**src/rtl/handshake_tx_fifo.sv**
```systemverilog
// FIFO-buffered req/ack transmitter with synchronised ack, 4- or 2-phase.
// Optional ack-wait timeout flag built when HSK_TX_TIMEOUT_EN is defined.
module handshake_tx_fifo #(
  parameter int DATA_WIDTH     = 32,
  parameter int FIFO_DEPTH     = 4,
  parameter int SYNC_STAGES    = 2,
  parameter int TWO_PHASE      = 0,
  parameter int TIMEOUT_CYCLES = 1024
) (
  input  logic                          iTxClk,
  input  logic                          iRstTx,
  input  logic                          iDataValid,
  input  logic [DATA_WIDTH-1:0]         iData,
  output logic                          oDataRdy,
  input  logic                          iRxAck,
  output logic                          oTxRdy,
  output logic [DATA_WIDTH-1:0]         oTxData,
  output logic [$clog2(FIFO_DEPTH):0]   oFifoLevel,
  output logic                          oTimeout
);

  localparam int AW = $clog2(FIFO_DEPTH);
  localparam int LW = AW + 1;

  typedef enum logic [1:0] {
    IDLE    = 2'd0,
    REQ     = 2'd1,
    RELEASE = 2'd2
  } state_e;

  state_e                  state_q, state_d;
  logic                    tx_rdy_q, tx_rdy_d;
  logic [DATA_WIDTH-1:0]   tx_data_q, tx_data_d;
  logic [AW-1:0]           wr_ptr_q, wr_ptr_d;
  logic [AW-1:0]           rd_ptr_q, rd_ptr_d;
  logic [LW-1:0]           level_q, level_d;
  logic [SYNC_STAGES-1:0]  ack_sync_q, ack_sync_d;
  logic [DATA_WIDTH-1:0]   mem_q [FIFO_DEPTH];

  logic ack_s;
  logic full;
  logic empty;
  logic push;
  logic pop;

  assign ack_s    = ack_sync_q[SYNC_STAGES-1];
  assign full     = (level_q == LW'(FIFO_DEPTH));
  assign empty    = (level_q == '0);
  assign push     = iDataValid && !full;
  assign oDataRdy = !full;

  assign oTxRdy     = tx_rdy_q;
  assign oTxData    = tx_data_q;
  assign oFifoLevel = level_q;

  // State register
  always_ff @(posedge iTxClk) begin
    if (iRstTx) begin
      state_q   <= IDLE;
      tx_rdy_q  <= 1'b0;
      tx_data_q <= '0;
    end else begin
      state_q   <= state_d;
      tx_rdy_q  <= tx_rdy_d;
      tx_data_q <= tx_data_d;
    end
  end

  // Next state; completion falls straight through to the next pop
  always_comb begin
    state_d = state_q;
    pop     = 1'b0;
    unique case (state_q)
      IDLE: begin
        if (!empty) begin
          pop     = 1'b1;
          state_d = REQ;
        end
      end
      REQ: begin
        if (TWO_PHASE != 0) begin
          if (ack_s == tx_rdy_q) begin
            pop     = !empty;
            state_d = empty ? IDLE : REQ;
          end
        end else if (ack_s) begin
          state_d = RELEASE;
        end
      end
      RELEASE: begin
        if (!ack_s) begin
          pop     = !empty;
          state_d = empty ? IDLE : REQ;
        end
      end
      default: state_d = IDLE;
    endcase
  end

  // Output logic
  always_comb begin
    tx_rdy_d  = tx_rdy_q;
    tx_data_d = tx_data_q;
    if (pop) begin
      tx_data_d = mem_q[rd_ptr_q];
      tx_rdy_d  = (TWO_PHASE != 0) ? !tx_rdy_q : 1'b1;
    end else if ((TWO_PHASE == 0) && (state_q == REQ) && ack_s) begin
      tx_rdy_d = 1'b0;
    end
  end

  always_comb begin
    wr_ptr_d   = push ? wr_ptr_q + 1'b1 : wr_ptr_q;
    rd_ptr_d   = pop  ? rd_ptr_q + 1'b1 : rd_ptr_q;
    ack_sync_d = {ack_sync_q[SYNC_STAGES-2:0], iRxAck};
    unique case ({push, pop})
      2'b10:   level_d = level_q + 1'b1;
      2'b01:   level_d = level_q - 1'b1;
      default: level_d = level_q;
    endcase
  end

  always_ff @(posedge iTxClk) begin
    if (iRstTx) begin
      wr_ptr_q   <= '0;
      rd_ptr_q   <= '0;
      level_q    <= '0;
      ack_sync_q <= '0;
    end else begin
      wr_ptr_q   <= wr_ptr_d;
      rd_ptr_q   <= rd_ptr_d;
      level_q    <= level_d;
      ack_sync_q <= ack_sync_d;
    end
  end

  // Storage has no reset; level gates every read
  always_ff @(posedge iTxClk) begin
    if (push) begin
      mem_q[wr_ptr_q] <= iData;
    end
  end

`ifdef HSK_TX_TIMEOUT_EN
  localparam int TW = $clog2(TIMEOUT_CYCLES + 1);

  logic [TW-1:0] to_cnt_q, to_cnt_d;
  logic          timeout_q, timeout_d;
  logic          wait_entry;

  assign wait_entry = (state_d != IDLE) &&
                      ((state_d != state_q) || pop);

  always_comb begin
    to_cnt_d = to_cnt_q;
    if (wait_entry) begin
      to_cnt_d = '0;
    end else if ((state_q != IDLE) &&
                 (to_cnt_q != TW'(TIMEOUT_CYCLES))) begin
      to_cnt_d = to_cnt_q + 1'b1;
    end
    timeout_d = timeout_q ||
                (to_cnt_d == TW'(TIMEOUT_CYCLES));
  end

  always_ff @(posedge iTxClk) begin
    if (iRstTx) begin
      to_cnt_q  <= '0;
      timeout_q <= 1'b0;
    end else begin
      to_cnt_q  <= to_cnt_d;
      timeout_q <= timeout_d;
    end
  end

  assign oTimeout = timeout_q;
`else
  logic unused_timeout_cfg;
  assign unused_timeout_cfg = |TIMEOUT_CYCLES;
  assign oTimeout = 1'b0;
`endif

endmodule

```
**config.mk**
```make
export PLATFORM = sky130hd
export DESIGN_NAME = handshake_tx_fifo
export DESIGN_NICKNAME = d
export VERILOG_FILES = /design/src/rtl/handshake_tx_fifo.sv
export SDC_FILE = /design/constraint.sdc
export NUM_CORES = 1
export LEC_CHECK = 0
export BUFFER_PORTS_ARGS = -buffer_cell sky130_fd_sc_hd__buf_2
export CAP_MARGIN = 20
export CORE_ASPECT_RATIO = 1.1
export CORE_MARGIN = 3
export CORE_UTILIZATION = 35
export CTS_BUF_LIST = sky130_fd_sc_hd__clkbuf_4 sky130_fd_sc_hd__clkbuf_8
export CTS_CLUSTER_DIAMETER = 50
export CTS_CLUSTER_SIZE = 24
export DETAILED_ROUTE_END_ITERATION = 7
export SLEW_MARGIN = 0
export SYNTH_ARGS = -nofsm -noshare
export SYNTH_HDL_FRONTEND = slang
export SYNTH_SLANG_ARGS = --single-unit
```
**constraint.sdc**
```tcl
create_clock -name iTxClk -period 2.5 [get_ports iTxClk]
set_input_delay 0.5 -clock iTxClk [delete_from_list [all_inputs] [get_ports iTxClk]]
set_output_delay 0.5 -clock iTxClk [all_outputs]
set_load 0.02 [all_outputs]
```
# Yosys cells after proc, flatten, opt, wreduce, memory -nomap -nowiden
# Memory sizes are Yosys's and may differ from the RTL's. A register that Yosys moved wholly into a read port is not among the register bits.
# Index checks and enable logic that the tools add are counted.
# totals
input_bits	36
ff_bits	12
latchBits	0
mem_bits_ro	0
wordCells	41
memories	1
ramBits	128
# op_classes
n_shift	0
n_addsub	4
muxes	13
n_mul	0
div	0
eq_ne	8
n_reduce_logical	9
n_lt_le_gt_ge	0
bitwise	0
# memory_table
name	depth	word_bits	rd	rd_ports_with_merged_regs	wr	line_no	text
mem_q	4	32	1	1	1	38	logic [DATA_WIDTH-1:0] mem_q [FIFO_DEPTH];
# op_table
operator	count
$mux W1	7
$mux W2	3
$ne A2 B2 Y1 const B	3
$pmux W2 S3	1
$pmux W3 S2	1
$add A2 B1 Y2 const B	2
$eq A2 B1 Y1 const B	2
$eq A2 B2 Y1 const B	2
$reduce_bool A2 Y1	2
$add A3 B1 Y3 const B	1
$eq A3 B3 Y1 const B	1
$logic_not A3 Y1	1
$reduce_and A3 Y1	1
$sub A3 B1 Y3 const B	1
$logic_and A1 B1 Y1	2
$logic_not A1 Y1	2
$logic_not A2 Y1	1
$pmux W1 S2	1

# Depth between registers and ports, before layout
# Gate-level depths: netlist of the first run.
# depth
ltp_word	6
depth_mapped	10
depth_no_buf	9

# Worst setup path after synthesis of the first run
# No wires, ideal clock.
# synth_path
kind	register to register
start	reg level_q[2], in the netlist oFifoLevel[2]
end	reg level_q[2], in the netlist oFifoLevel[2]
required_time_ps	2429
stages_incl_launch_ff	10
setup_ps	71
arrival_time_ps	2278
period_less_slack_ps	2349
slack_ps	151
cell_sequence	dfxtp_1 or3b_1 buf_2 nand2_1 ha_1 inv_1 fa_1 xor2_1 or3_1 a21oi_1
# synth_via
word_cells_on_any_way	14
# synth_lines
element	line_no	text
start: declaration	36	logic [LW-1:0] level_q, level_d;
start signal: assignment	132	level_q <= level_d;
$eq A3 B3 Y1 *	47	assign full = (level_q == LW'(FIFO_DEPTH));
$logic_not A1 Y1 *	-	
named net oDataRdy	14	output logic oDataRdy,
$logic_and A1 B1 Y1 *	49	assign push = iDataValid && !full;
$eq A2 B1 Y1 / $eq A2 B2 Y1 (equally long branches)	116	unique case ({push, pop})
$pmux W3 S2 / $reduce_bool A2 Y1 (equally long branches)	-	
# Mark *: on every way through the listed nets, which the timed path passes. The rest lies on a longest branch.
# A chain may end at the register's enable or synchronous reset.

# Worst setup path in the final report of the first run
# layout_path
start	reg level_q[2], in the netlist oFifoLevel[2]
end	reg level_q[2], in the netlist oFifoLevel[2]
# layout_via
elab_chain_len	6
word_cells_on_any_way	14
# layout_rtl
element	line_no	text
$logic_not A3 Y1	48	assign empty = (level_q == '0);
$logic_not A1 Y1	92	pop = !empty;
$mux W1	91	if (!ack_s) begin
$pmux W1 S2	73	unique case (state_q)
$eq A2 B1 Y1 / $eq A2 B2 Y1 (equally long branches)	116	
$pmux W3 S2 / $reduce_bool A2 Y1 (equally long branches)	-	
# Parallel ways exist; a longest one is shown, timed or not.

==> flow_metrics.env, run 1 <==
export IMPL_start_util=0.362
export IMPL_hpwl_um=7970
export IMPL_rsz0062_at_grt="no"
export IMPL_synthCells=384
export IMPL_placed_cells=674
export IMPL_mostFrequentLayoutCells="edfxtp_1 (128), buf_2 (72), dfxtp_1 (42)"
export IMPL_ctsResizeCount=0
export IMPL_cts_htree_levels=4
export IMPL_p_clk_frac=0.227
export IMPL_slowest_delay_ns=0.45
export IMPL_cts_setup_buffers=0
export IMPL_setup_violations_final=0
export IMPL_crit_chain="or3b_1, nand2_1, ha_1, inv_1, fa_1, xor2_1, or3_1, a21oi_1"
export IMPL_grt_max_degree=35
export IMPL_clk_latency_ns=0.43
export IMPL_drive_above_1_share=0.327
export IMPL_clk_pin_slew_ns=0.09
export IMPL_antenna_left=0
export IMPL_dr_first_iter_drc_count=334
export IMPL_startpoint="oFifoLevel[2]"
export IMPL_grt_pass1_vias=3671
export IMPL_finalWorstSetupSlack_ns=0.247
export IMPL_irDropWorstVdd_uv=502
export IMPL_p_comb_frac=0.301
export IMPL_relSlewSlack=0.381
export IMPL_grt_pass1_wl_um=20500
export IMPL_gp_congestion=0.694
export IMPL_max_freq_ghz=0.444
export IMPL_min_period_ns=2.25
export IMPL_power_leakage_nw=2.54
export IMPL_die_area_sq_um=20200
export IMPL_route_detailed_drc=0
export IMPL_synth_area_sq_um=6500
export IMPL_fin_util=0.415
export IMPL_path_max_fanout=6
export IMPL_holdWs_ns=0.280
export IMPL_rows=51
export IMPL_ys_types=36
export IMPL_syn_to_final_growth_pct=14.6
export IMPL_clock_skew_ns=0.0101
export IMPL_detail_route_vias_per_cell=4.97
export IMPL_p_per_area_nw_per_um2=1050
export IMPL_hold_path_class="in -> reg"
export IMPL_layout_nets=497
export IMPL_die_y_um=149
export IMPL_port_buffers=72
export IMPL_worstMarginPinSlew_ns=0.928
export IMPL_yosysWarnings=0
export IMPL_wire_per_inst_um=18.5
export IMPL_outcome="finished clean"
export IMPL_die_w_um=136
export IMPL_cp_end_kind="register"
export IMPL_syn_avg_cell_area_sq_um=16.9
export IMPL_worstSetupPathType="reg -> reg"
export IMPL_final_cells=706
export IMPL_final_area_sq_um=7450
export IMPL_cp_arrival_ns=2.61
export IMPL_hold_path_startpoint="iData[16]"
export IMPL_slew_viol_final=0
export IMPL_fin_total_pwr_mw=7.85
export IMPL_routed_wl_um=13100
export IMPL_core_sq_um=17900
export IMPL_vias=3508
export IMPL_clk_path_buf_depth=2
export IMPL_antenna_found_initial=2
export IMPL_worst_path_max_delay_cell="dfxtp_1"
export IMPL_start_kind="register"
export IMPL_cts_tree="built"
export IMPL_seqPwrFrac=0.471
export IMPL_n_antenna_cell=0
export IMPL_p_sw_mw=2.65
export IMPL_holdPathStages=1
export IMPL_synth_seq_cells=172
export IMPL_cts_buffers=17
export IMPL_ys_seq_area_frac=0.727
export IMPL_internal_power_mw=5.20
export IMPL_syn_nets=426
export IMPL_pin_count=74
export IMPL_drt_pass1_iter_count=4
export IMPL_overflow=0
export IMPL_root_buffer="clkbuf_8"
export IMPL_clock_sink_count=172
export IMPL_final_common_cell="edfxtp_1"
export IMPL_dpl_instance_area_sq_um=7080
export IMPL_max_cap_violations=0
export IMPL_required_ns=2.86
export IMPL_swShare=0.337
export IMPL_grt_usage=0.133
export IMPL_hold_viol_final=0
export IMPL_pre_cts_slack_ns=0.271
export IMPL_reg2reg_depth=8
export IMPL_hold_buffers=0
export IMPL_rr_startpoint="oFifoLevel[2]"
export IMPL_tns_ns=0
export IMPL_post_route_period_util=0.901
[kinds of logic after synthesis]
group	after synthesis	share of synthesized area
AO/OA/AOI/OAI	79	0.0653
XOR/XNOR	3	0.00404
AND/OR/NAND/NOR	55	0.0458
flip-flops	172	0.727
multiplexers	32	0.113
buffers and inverters	36	0.0318
other	1	0.000577
adder cells (fa/ha/maj)	6	0.0127
[power groups by stage]
stage / combinational [mW] / sequential (mW) / clock (mW)
finish: 2.37 / 3.70 / 1.78
global route: 2.59 / 3.76 / 1.95
CTS: 2.42 / 3.71 / 1.83
detailed placement: 2.42 / 3.77 / 0
global placement: 2.38 / 3.74 / 0
floorplan: 1.47 / 3.96 / 0
[flip-flops by register name (all words and copies together), names as in the netlist]
name	cells
ack_sync_q	2
mem_q	128
oFifoLevel	3
oTxData	32
oTxRdy	1
rd_ptr_q	2
state_q	2
wr_ptr_q	2
[cells in the mapped netlist]
library cell / count / area share
a21o_1: 3 / 0.0035
a21oi_1: 38 / 0.029
a21oi_2: 2 / 0.0027
a311oi_2: 1 / 0.0023
a31o_1: 1 / 0.0013
and3_1: 4 / 0.0039
buf_1: 3 / 0.0017
buf_12: 2 / 0.0062
buf_2: 13 / 0.010
buf_4: 1 / 0.0012
buf_6: 1 / 0.0017
buf_8: 1 / 0.0023
clkbuf_1: 8 / 0.0046
conb_1: 1 / 0.00058
dfxtp_1: 44 / 0.14
edfxtp_1: 128 / 0.59
fa_1: 1 / 0.0031
ha_1: 5 / 0.0096
inv_1: 6 / 0.0035
inv_2: 1 / 0.00058
mux4_1: 3 / 0.012
mux4_2: 29 / 0.10
nand2_1: 2 / 0.0012
nand2_2: 1 / 0.00096
nand3_1: 34 / 0.026
nand3b_1: 1 / 0.0012
nor2_1: 4 / 0.0023
nor2b_1: 2 / 0.0019
nor3_2: 1 / 0.0015
nor3b_1: 1 / 0.0012
o21ai_0: 33 / 0.025
o21ai_1: 1 / 0.00077
or3_1: 3 / 0.0029
or3b_1: 2 / 0.0027
xnor2_1: 1 / 0.0013
xor2_1: 2 / 0.0027
[final cells by class]
cell class                      instances  area, sq um
Clock buffer                           18          248
Clock inverter                         14          121
Fill cell                            1589        10500
Inverter                                7         26.3
Multi-Input combinational cell        176         1590
Sequential cell                       172         4730
Tap cell                              238          298
Timing Repair Buffer                   81          440
[worst max-delay path, delay by kind of cell (launching register included)]
kind / cells / cell delay, ns
AO/OA/AOI/OAI: 1 / 0.16
XOR/XNOR: 1 / 0.17
adder cells (fa/ha/maj): 2 / 0.54
buffers and inverters: 1 / 0.06
flip-flops: 1 / 0.45
AND/OR/NAND/NOR: 3 / 0.80
[layer usage]
layer / vias up / wire (um) / global-route usage
met1: 1785 / 5370 / 0.166
met5: - / 14 / 0
li1: 1630 / - / -
met2: 76 / 6850 / 0.228
met4: 4 / 148 / 0.0413
met3: 13 / 694 / 0.0358
[path summary, 6_finish.rpt]
| path | slack (ns) | endpoint |
|---|---|---|
| worst max-delay path | 0.25 | oFifoLevel[2] |
| worst min register to register | 0.46 | ack_sync_q[1] |
| worst max register to register | 0.25 | oFifoLevel[2] |
| worst min-delay path | 0.28 | mem_q[2][16] |
Power figures use the tool's default switching activity.
==> run 2, diff against run 1 <==
--- a/config.mk
+++ b/config.mk
@@ -8,13 +8,13 @@
 export BUFFER_PORTS_ARGS = -buffer_cell sky130_fd_sc_hd__buf_2
 export CAP_MARGIN = 20
 export CORE_ASPECT_RATIO = 1.1
-export CORE_MARGIN = 3
 export CORE_UTILIZATION = 35
 export CTS_BUF_LIST = sky130_fd_sc_hd__clkbuf_4 sky130_fd_sc_hd__clkbuf_8
 export CTS_CLUSTER_DIAMETER = 50
 export CTS_CLUSTER_SIZE = 24
 export DETAILED_ROUTE_END_ITERATION = 7
-export SLEW_MARGIN = 0
+export PLACE_DENSITY = 0.59
+export SLEW_MARGIN = 10
 export SYNTH_ARGS = -nofsm -noshare
 export SYNTH_HDL_FRONTEND = slang
 export SYNTH_SLANG_ARGS = --single-unit
==> flow_metrics.env, run 2 (synthesis results as in run 1) <==
export IMPL_grt_usage=0.146
export IMPL_wire_per_inst_um=18.8
export IMPL_clk_path_buf_depth=2
export IMPL_max_cap_violations=0
export IMPL_fill_cells=1598
export IMPL_clock_skew_ns=0.0145
export IMPL_layout_nets=497
export IMPL_multiInputGateArea_sq_um=1590
export IMPL_worstSetupPathType="reg -> reg"
export IMPL_relSlewSlack=0.368
export IMPL_reg2reg_depth=8
export IMPL_max_freq_ghz=0.451
export IMPL_grt_pass1_wl_um=20900
export IMPL_hold_path_end="mem_q[1][2]"
export IMPL_cp_end_kind="register"
export IMPL_power_leakage_nw=2.53
export IMPL_tns_ns=0
export IMPL_drive_above_1_share=0.325
export IMPL_holdPathStages=1
export IMPL_die_y_um=145
export IMPL_clock_sink_count=172
export IMPL_seq_area_sq_um=4730
export IMPL_core_sq_um=17900
export IMPL_rr_startpoint="oFifoLevel[2]"
export IMPL_start_util=0.362
export IMPL_syn_to_final_growth_pct=14.4
export IMPL_gp_congestion=0.733
export IMPL_min_period_ns=2.22
export IMPL_dr_first_iter_drc_count=251
export IMPL_grt_pass1_vias=3780
export IMPL_drt_pass1_iter_count=4
export IMPL_hold_viol_final=0
export IMPL_detail_route_vias_per_cell=5.02
export IMPL_start_kind="register"
export IMPL_setup_violations_final=0
export IMPL_antenna_found_initial=3
export IMPL_clk_pin_slew_ns=0.09
export IMPL_die_w_um=132
export IMPL_hold_buffers=0
export IMPL_routed_wl_um=13300
export IMPL_clk_latency_ns=0.44
export IMPL_holdWs_ns=0.273
export IMPL_path_max_fanout=6
export IMPL_irDropWorstVdd_uv=426
export IMPL_slew_viol_final=0
export IMPL_p_per_area_nw_per_um2=1040
export IMPL_outcome="finished clean"
export IMPL_route_detailed_drc=0
export IMPL_rows=51
export IMPL_top_register="mem_q"
export IMPL_final_common_cell="edfxtp_1"
export IMPL_placed_cells=674
export IMPL_cts_tree="built"
export IMPL_cts_setup_buffers=0
export IMPL_post_route_period_util=0.887
export IMPL_grt_max_degree=34
export IMPL_cts_htree_levels=4
export IMPL_final_cells=709
export IMPL_rsz0062_at_grt="no"
export IMPL_r2r_setup_slack_ns=0.28
export IMPL_ctsResizeCount=0
export IMPL_mostFrequentLayoutCells="edfxtp_1 (128), buf_2 (72), dfxtp_1 (42)"
export IMPL_vias=3559
export IMPL_pin_count=74
export IMPL_die_area_sq_um=19100
export IMPL_overflow=0
export IMPL_rr_endpoint="oFifoLevel[2]"
export IMPL_root_buffer="clkbuf_8"
export IMPL_hold_path_class="in -> reg"
export IMPL_port_buffers=72
export IMPL_hold_path_startpoint="iData[2]"
export IMPL_required_ns=2.88
export IMPL_hpwl_um=7730
export IMPL_antenna_left=0
export IMPL_cp_arrival_ns=2.59
export IMPL_worstMarginPinSlew_ns=0.948
export IMPL_cts_buffers=17
export IMPL_largest_reg_flops=128
run 2: cell count changes in the layout (fill, tap and decap cells not counted), sizes merged:
cell,previous run,this run
clkinvlp,5,3
clkbuf,18,17
inv,9,10
bufinv,1,0
clkinv,6,9
diode,0,3
run 2: cell type report:
cell class / instances / share of cell area
Clock inverter: 15 / 0.0135
Multi-Input combinational cell: 176 / 0.213
Tap cell: 238 / 0.0401
Inverter: 7 / 0.00354
Timing Repair Buffer: 81 / 0.0610
Antenna cell: 3 / 0.00101
Sequential cell: 172 / 0.636
Clock buffer: 17 / 0.0315
run 2: critical path, cell delays in order, from the launching register on:
cell and delay, ns:
dfxtp_1 0.45, or3b_1 0.40, nand2_1 0.09, ha_1 0.18
inv_1 0.06, fa_1 0.37, xor2_1 0.17, or3_1 0.30
a21oi_1 0.13
run 2: worst max-delay path by stage:
stage	cells past startpoint	start	endpoint
2_1_floorplan	9	oFifoLevel[2]	oFifoLevel[2]
3_3_place_gp	8	oFifoLevel[2]	oFifoLevel[2]
3_5_place_dp	8	oFifoLevel[2]	oFifoLevel[2]
4_1_cts	8	oFifoLevel[2]	oFifoLevel[2]
5_1_grt	8	oFifoLevel[2]	oFifoLevel[2]
6_report	8	oFifoLevel[2]	oFifoLevel[2]
run 2: per-stage QoR:
step	utilization	worst slack [ns]	power, mW	instance area (sq um)
2_1_floorplan	-	0.151	5.43	6500
3_3_place_gp	0.395	0.363	6.15	7090
3_5_place_dp	0.395	0.317	6.20	7090
4_1_cts	0.414	0.283	7.86	7420
5_1_grt	0.414	0.157	8.19	7420
6_report	0.414	0.283	7.76	7430
run 2: metal layers:
metal,GRT usage,wire [um],vias up,share of wire
met3,0.0402,685,13,0.051
met4,0.0558,174,0,0.013
met2,0.244,6840,91,0.51
met5,0,0,-,0
met1,0.179,5640,1817,0.42
li1,-,-,1638,-
run 2: report_power, final:
part / leakage (nW) / internal [mW] / switching, mW
sequential: 1.54 / 3.49 / 0.265
combinational: 0.829 / 0.906 / 1.43
clock: 0.167 / 0.682 / 0.990
==> run 3, diff against run 2 <==
--- a/config.mk
+++ b/config.mk
@@ -7,7 +7,7 @@
 export LEC_CHECK = 0
 export BUFFER_PORTS_ARGS = -buffer_cell sky130_fd_sc_hd__buf_2
 export CAP_MARGIN = 20
-export CORE_ASPECT_RATIO = 1.1
+export CORE_ASPECT_RATIO = 0.75
 export CORE_UTILIZATION = 35
 export CTS_BUF_LIST = sky130_fd_sc_hd__clkbuf_4 sky130_fd_sc_hd__clkbuf_8
 export CTS_CLUSTER_DIAMETER = 50
==> flow_metrics.env, run 3 (synthesis results as in run 1) <==
export IMPL_outcome="finished clean"
export IMPL_grt_max_degree=34
export IMPL_die_area_sq_um=19100
export IMPL_fill_cells=1629
export IMPL_grt_usage=0.152
export IMPL_hold_buffers=0
export IMPL_swShare=0.324
export IMPL_fin_util=0.420
export IMPL_tns_ns=0
export IMPL_antenna_found_initial=4
export IMPL_gp_congestion=0.731
export IMPL_die_y_um=120
export IMPL_cp_end_kind="register"
export IMPL_routed_top_layer="met5"
export IMPL_final_area_sq_um=7530
export IMPL_placed_cells=679
export IMPL_clock_skew_ns=0.00982
export IMPL_post_route_period_util=0.893
export IMPL_start_util=0.363
export IMPL_worstMarginPinSlew_ns=0.947
export IMPL_seqPwrFrac=0.461
export IMPL_cts_tree="built"
export IMPL_vias=3558
export IMPL_final_cells=711
export IMPL_hold_viol_final=0
export IMPL_detail_route_vias_per_cell=5.00
export IMPL_largest_reg_flops=128
export IMPL_worstSetupPathType="reg -> reg"
export IMPL_max_cap_violations=0
export IMPL_drt_pass1_iter_count=4
export IMPL_mostFrequentLayoutCells="edfxtp_1 (128), buf_2 (72), dfxtp_1 (42)"
export IMPL_root_buffer="clkbuf_8"
export IMPL_port_buffers=72
export IMPL_p_per_area_nw_per_um2=1080
export IMPL_route_detailed_drc=0
export IMPL_setup_violations_final=0
export IMPL_clk_path_buf_depth=2
export IMPL_drive_above_1_share=0.330
export IMPL_p_comb_frac=0.286
export IMPL_syn_to_final_growth_pct=15.9
export IMPL_power_leakage_nw=2.58
export IMPL_routed_wl_um=13500
export IMPL_cp_arrival_ns=2.61
export IMPL_min_period_ns=2.23
export IMPL_grt_pass1_vias=3798
export IMPL_rsz0062_at_grt="no"
export IMPL_grt_pass1_wl_um=21200
export IMPL_cts_buffers=17
export IMPL_clk_pin_slew_ns=0.09
export IMPL_top_register="mem_q"
export IMPL_clk_latency_ns=0.45
export IMPL_wire_per_inst_um=19.0
export IMPL_core_sq_um=17900
export IMPL_n_antenna_cell=0
export IMPL_rows=42
export IMPL_r2r_setup_slack_ns=0.27
export IMPL_irDropWorstVdd_uv=489
export IMPL_path_max_fanout=6
export IMPL_layout_nets=498
export IMPL_relSlewSlack=0.369
export IMPL_dpl_instance_area_sq_um=7100
export IMPL_p_sw_mw=2.65
export IMPL_dr_first_iter_drc_count=216
export IMPL_final_common_cell="edfxtp_1"
export IMPL_hold_path_class="in -> reg"
export IMPL_antenna_left=0
export IMPL_wl_met1_um=6260
export IMPL_start_kind="register"
export IMPL_wl_met3_um=555
export IMPL_internal_power_mw=5.51
export IMPL_p_clk_frac=0.253
export IMPL_hpwl_um=8050
export IMPL_ctsResizeCount=0
export IMPL_max_freq_ghz=0.448
export IMPL_holdWs_ns=0.261
export IMPL_die_w_um=159
export IMPL_clock_sink_count=172
export IMPL_pin_count=74
export IMPL_cts_setup_buffers=0
export IMPL_routed_wl_met2_um=6480
export IMPL_cts_htree_levels=4
export IMPL_required_ns=2.88
export IMPL_overflow=0
export IMPL_slew_viol_final=0
-- run 3: power groups by stage --
stage / registers, mW / logic [mW] / clock network (mW)
3_5_place_dp: 3.84 / 2.36 / 0
4_1_cts: 3.77 / 2.36 / 2.13
5_1_grt: 3.82 / 2.54 / 2.25
6_report: 3.76 / 2.33 / 2.07
2_1_floorplan: 3.96 / 1.47 / 0
3_3_place_gp: 3.81 / 2.31 / 0
-- run 3: layer usage --
layer	track usage	vias to the layer above
li1	-	1633
met4	0.0487	6
met3	0.0453	17
met2	0.246	65
met5	0	-
met1	0.197	1837
-- run 3: per-stage QoR --
stage | worst slack (ns) | power, mW
after floorplan | 0.151 | 5.43
after global placement | 0.364 | 6.12
after CTS | 0.250 | 8.26
after global routing | 0.129 | 8.61
final | 0.268 | 8.16
after detailed placement | 0.271 | 6.19
-- run 3: worst max-delay path: stages (launching register included) --
cell	delay, ns
dfxtp_1	0.45
or3b_1	0.39
nand2_1	0.08
ha_1	0.18
inv_1	0.06
fa_1	0.37
xor2_1	0.18
or3_1	0.30
a21oi_1	0.15
-- run 3: cell type report --
class	count	area [sq um]	share of cell area
Tap cell	242	303	0.0402
Clock inverter	12	171	0.0228
Sequential cell	172	4730	0.628
Clock buffer	20	256	0.0341
Timing Repair Buffer	82	460	0.0611
Inverter	7	26.3	0.00349
Multi-Input combinational cell	176	1590	0.211
-- run 3: worst paths after layout --
| path | cells after the start | endpoint | start |
|---|---|---|---|
| worst max register to register | 8 | oFifoLevel[2] | oFifoLevel[2] |
| worst max-delay path | 8 | oFifoLevel[2] | oFifoLevel[2] |
| worst min register to register | 1 | ack_sync_q[1] | ack_sync_q[0] |
| worst min-delay path | 1 | mem_q[3][18] | iData[18] |
